**src/rtl/counter_pkg.sv**
```systemverilog
// Shared definitions for the counter lab blocks: state encoding, default width
// and the count value on which a down-counter expires.
package counter_pkg;

    typedef enum logic {
        IDLE = 1'b0,
        RUN  = 1'b1
    } state_e;

    localparam int CNT_W    = 4;
    localparam int TERM_VAL = 1;

endpackage

```
**src/rtl/down_cnt_timer.sv**
```systemverilog
// Loadable down-counter/timer with a one-cycle terminal-count pulse.
// Define DOWN_CNT_AUTO_RELOAD_EN to restart from the last loaded value on expiry.
module down_cnt_timer
    import counter_pkg::*;
#(
    parameter int WIDTH = CNT_W
) (
    input  logic             clk,
    input  logic             clr_n,
    input  logic             en,
    input  logic             load,
    input  logic [WIDTH-1:0] load_val,
    input  logic             stop,
    output logic [WIDTH-1:0] cnt,
    output logic             busy,
    output logic             tc
);

    localparam logic [WIDTH-1:0] TERM = WIDTH'(TERM_VAL);

    state_e           state_q, state_d;
    logic [WIDTH-1:0] cnt_q, cnt_d;
    logic             tc_q, tc_d;

`ifdef DOWN_CNT_AUTO_RELOAD_EN
    logic [WIDTH-1:0] reload_q, reload_d;
`endif

    always_comb begin
        // NOTE: every next-state signal gets a default first so no path leaves
        // it unassigned; that is what keeps this block free of latches.
        state_d = state_q;
        cnt_d   = cnt_q;
        tc_d    = 1'b0;
`ifdef DOWN_CNT_AUTO_RELOAD_EN
        reload_d = reload_q;
`endif

        if (load) begin
            // A load restarts the timer and suppresses a coincident expiry.
            cnt_d   = load_val;
            state_d = (load_val != '0) ? RUN : IDLE;
`ifdef DOWN_CNT_AUTO_RELOAD_EN
            reload_d = load_val;
`endif
        end else if (stop) begin
            state_d = IDLE;
        end else if (state_q == RUN && en) begin
            if (cnt_q == TERM) begin
                tc_d = 1'b1;
`ifdef DOWN_CNT_AUTO_RELOAD_EN
                cnt_d = reload_q;
`else
                cnt_d   = '0;
                state_d = IDLE;
`endif
            end else begin
                cnt_d = cnt_q - 1'b1;
            end
        end
    end

    // NOTE: state registers use non-blocking assignments so every register
    // samples the pre-edge values, independent of statement order.
    always_ff @(posedge clk or negedge clr_n) begin
        if (!clr_n) begin
            state_q <= IDLE;
            cnt_q   <= '0;
            tc_q    <= 1'b0;
        end else begin
            state_q <= state_d;
            cnt_q   <= cnt_d;
            tc_q    <= tc_d;
        end
    end

`ifdef DOWN_CNT_AUTO_RELOAD_EN
    always_ff @(posedge clk or negedge clr_n) begin
        if (!clr_n) begin
            reload_q <= '0;
        end else begin
            reload_q <= reload_d;
        end
    end
`endif

    assign cnt  = cnt_q;
    assign busy = (state_q == RUN);
    assign tc   = tc_q;

endmodule

```
**config.mk**
```make
export PLATFORM = sky130hd
export DESIGN_NAME = down_cnt_timer
export DESIGN_NICKNAME = d
export VERILOG_FILES = /design/src/rtl/counter_pkg.sv /design/src/rtl/down_cnt_timer.sv
export SDC_FILE = /design/constraint.sdc
export NUM_CORES = 1
export LEC_CHECK = 0
export BUFFER_PORTS_ARGS = -buffer_cell sky130_fd_sc_hd__buf_2
export CORE_AREA = 2 2 39 41
export DETAILED_ROUTE_END_ITERATION = 7
export DIE_AREA = 0 0 41 43
export PLACE_DENSITY = 0.57
export REMOVE_ABC_BUFFERS = 1
export SYNTH_ARGS = -nofsm -noshare
export SYNTH_HDL_FRONTEND = slang
export SYNTH_SLANG_ARGS = --single-unit
```
**constraint.sdc**
```tcl
create_clock -name clk -period 2 [get_ports clk]
set_input_delay 0.3 -clock clk [delete_from_list [all_inputs] [get_ports clk]]
set_output_delay 0.3 -clock clk [all_outputs]
set_load 0.005 [all_outputs]
```
==> metrics.cfg <==
[clock_network]
cts_setup_buffers=0
cts_root_buffer=clkbuf_4
cts_made_buffers=3
postCtsHoldBufs=1
worstSkewPairLatency_ps=250
clockBufferDepth=2
cts_tree=built
cts_resized=0
numClockSinks=6
clk_pin_slew_worst_paths_ps=50
h-tree-depth=1

[timing]
max_freq_ghz=0.736
finalSetupTns_ps=0
max_slew_margin_pct=78.4
finalCritPeriodShare_pct=67.9
rsz0062_at_grt=false
finalCriticalPeriod_ps=1360
finClkSkew_ps=6.79
setup_viol_count_final=0
drv_slew=0
tightest_slew_ps=323
hold_viol_final=0

[floorplanning]
start_util_pct=25.4
die_w_um=41
die_h_um=43
ios=15
die_area_mm2=0.00176
fp-row-count=14
core_area_mm2=0.00138

[drt]
drtIter0Drc=3
drc=0
totalWireLength_um=775
vias=300
first_pass_iters=2
wl_per_cell_um=11.7
vias_per_cell=4.55
ant_nets=0

[grt]
antenna_found_initial=0
grt_pass1_wl_um=1350
grt_pass1_vias=329
grt_usage_pct=11.7
overflow=0
grt_max_degree=10

[placed_design]
place_inst=62
io_buffers=14
gp_congestion=0.662
dpl.hpwl_um=608

[setup_path]
worstSetupStartpointType=flip-flop
max_stage_delay_ps=410
rrSetupSlack_ps=640
cpMaxStageDelayCell=dfrtp_1
cpLargestDelayFamily=compound AO/OA/AOI/OAI gates
worstPathCellList=or3_1 -> o21a_1 -> o31a_1
crit_path_start=cnt[2]$_DFFE_PN0P_
critPathKind=reg2reg
arrival_ps=1480
r2r-start=cnt[2]$_DFFE_PN0P_
critPathMaxFanout=5
worstPathRequired_ps=2130
cp_num_buf_inv=0
reg2reg_depth=3
cp_num_cells=3
worstSetupEndpointType=flip-flop

[cells_and_area]
fin_nets=63
final-instance-count-excl-fill=66
drive_gt1_share_pct=38.0
syn_to_final_growth_pct=33.8
n_antenna_cell=0

[logic_synthesis]
synth_top_area_share_pct=42.7
ys_warn_count=0
synth_cell_type_count=21
ys_ff_latch=6
synth-async-reset-ratio_pct=100
synth_common_cells=6 x dfrtp_1, 3 x a21oi_1
synthFlopType=dfrtp_1
yosysSeqAreaShare_pct=42.7
syn_area_um2=352
syn_avg_cell_area_um2=10.7
synth_top_cell_by_area=dfrtp_1
syn_inst=33
yosysMostFrequentCell=dfrtp_1
synthTopCellsByArea=dfrtp_1 43%, ha_1 7.1%, nand3b_4 5.7%
synth_edf_count=0

[power_and_ir_drop]
leakage_uw=0.000228
ir_drop_uv=181
p_per_area_mw_per_mm2=704

[flow_run]
max-cap-violations=0

[hold_path]
hold_depth=3
hold_path_class=in2reg
min_from=load_val[0]

[outcome]
status=completed

-- state kept, by name (all words and copies together), names as in the netlist --
register and flops:
tc 1, busy 1, cnt 4
-- layout make-up --
| class | instances | area (um2) |
|---|---|---|
| fill | 155 | 913 |
| multi-input combinational | 24 | 190 |
| sequential | 6 | 150 |
| timing repair buffer | 15 | 80.1 |
| clock buffer | 3 | 22.5 |
| tap | 16 | 20.0 |
| inverter | 2 | 7.51 |
-- placed cells by master, fill, tap and decap left out --
cell type and count:
dlygate4sd3_1 1, o21ai_0 1, mux2_2 1, mux2i_1 1, nand3b_4 1, nand2_1 1, xnor2_1 1, o21a_1 1
nor2b_1 1, a2bb2oi_1 1, clkbuf_4 3, or3_1 2, nor3_1 1, inv_1 2, buf_2 14, a21oi_1 3
nand4b_1 1, o31a_1 1, nor3b_1 2, nor4_1 1, dfrtp_1 6, ha_1 2, nand2b_1 2
-- cells by family after synthesis --
group | Yosys count | share of synthesized area [%]
xor gates and xnor gates | 1 | 2.49
DFF | 6 | 42.7
AOI/OAI and AO/OA | 7 | 12.8
buffers and inverters | 3 | 3.20
adders and majority gates | 2 | 7.12
and+or+nand+nor | 12 | 25.6
muxes | 2 | 6.05
-- per-layer routing --
| layer | up-vias | track usage, % | part of all wire, % |
|---|---|---|---|
| li1 | 152 | - | - |
| met3 | 0 | 3.14 | 6.5 |
| met2 | 8 | 15.3 | 49 |
| met5 | - | 0 | 0 |
| met1 | 140 | 15.9 | 45 |
| met4 | 0 | 8.00 | 0 |
-- through the flow --
stage	power [uW]	worst slack [ps]	utilization, %	area (um2)	hold WS, ps
6_report	331	641	34.0	470	310
3_3_place_gp	215	660	31.6	438	134
2_1_floorplan	183	696	-	348	4.41
3_5_place_dp	217	656	31.6	438	135
5_1_grt	356	551	34.0	470	310
4_1_cts	337	639	34.0	470	305
-- final timing paths --
check                                     end
min reg2reg                cnt[2]$_DFFE_PN0P_
max reg2reg                cnt[3]$_DFFE_PN0P_
min in group asynchronous        tc$_DFF_PN0_
min                        cnt[0]$_DFFE_PN0P_
max in group asynchronous  cnt[0]$_DFFE_PN0P_
max                        cnt[3]$_DFFE_PN0P_
-- power by group --
group          total [uW]  internal (uW)  switching (uW)
sequential            144            133            11.1
combinational        71.5           37.9            33.5
clock                 116           68.2            47.6
-- worst min-delay path: stages --
cell,delay [ps]
buf_2,90
nand2_1,40
o21ai_0,80
No activity file was read; power rests on OpenSTA's default activity.
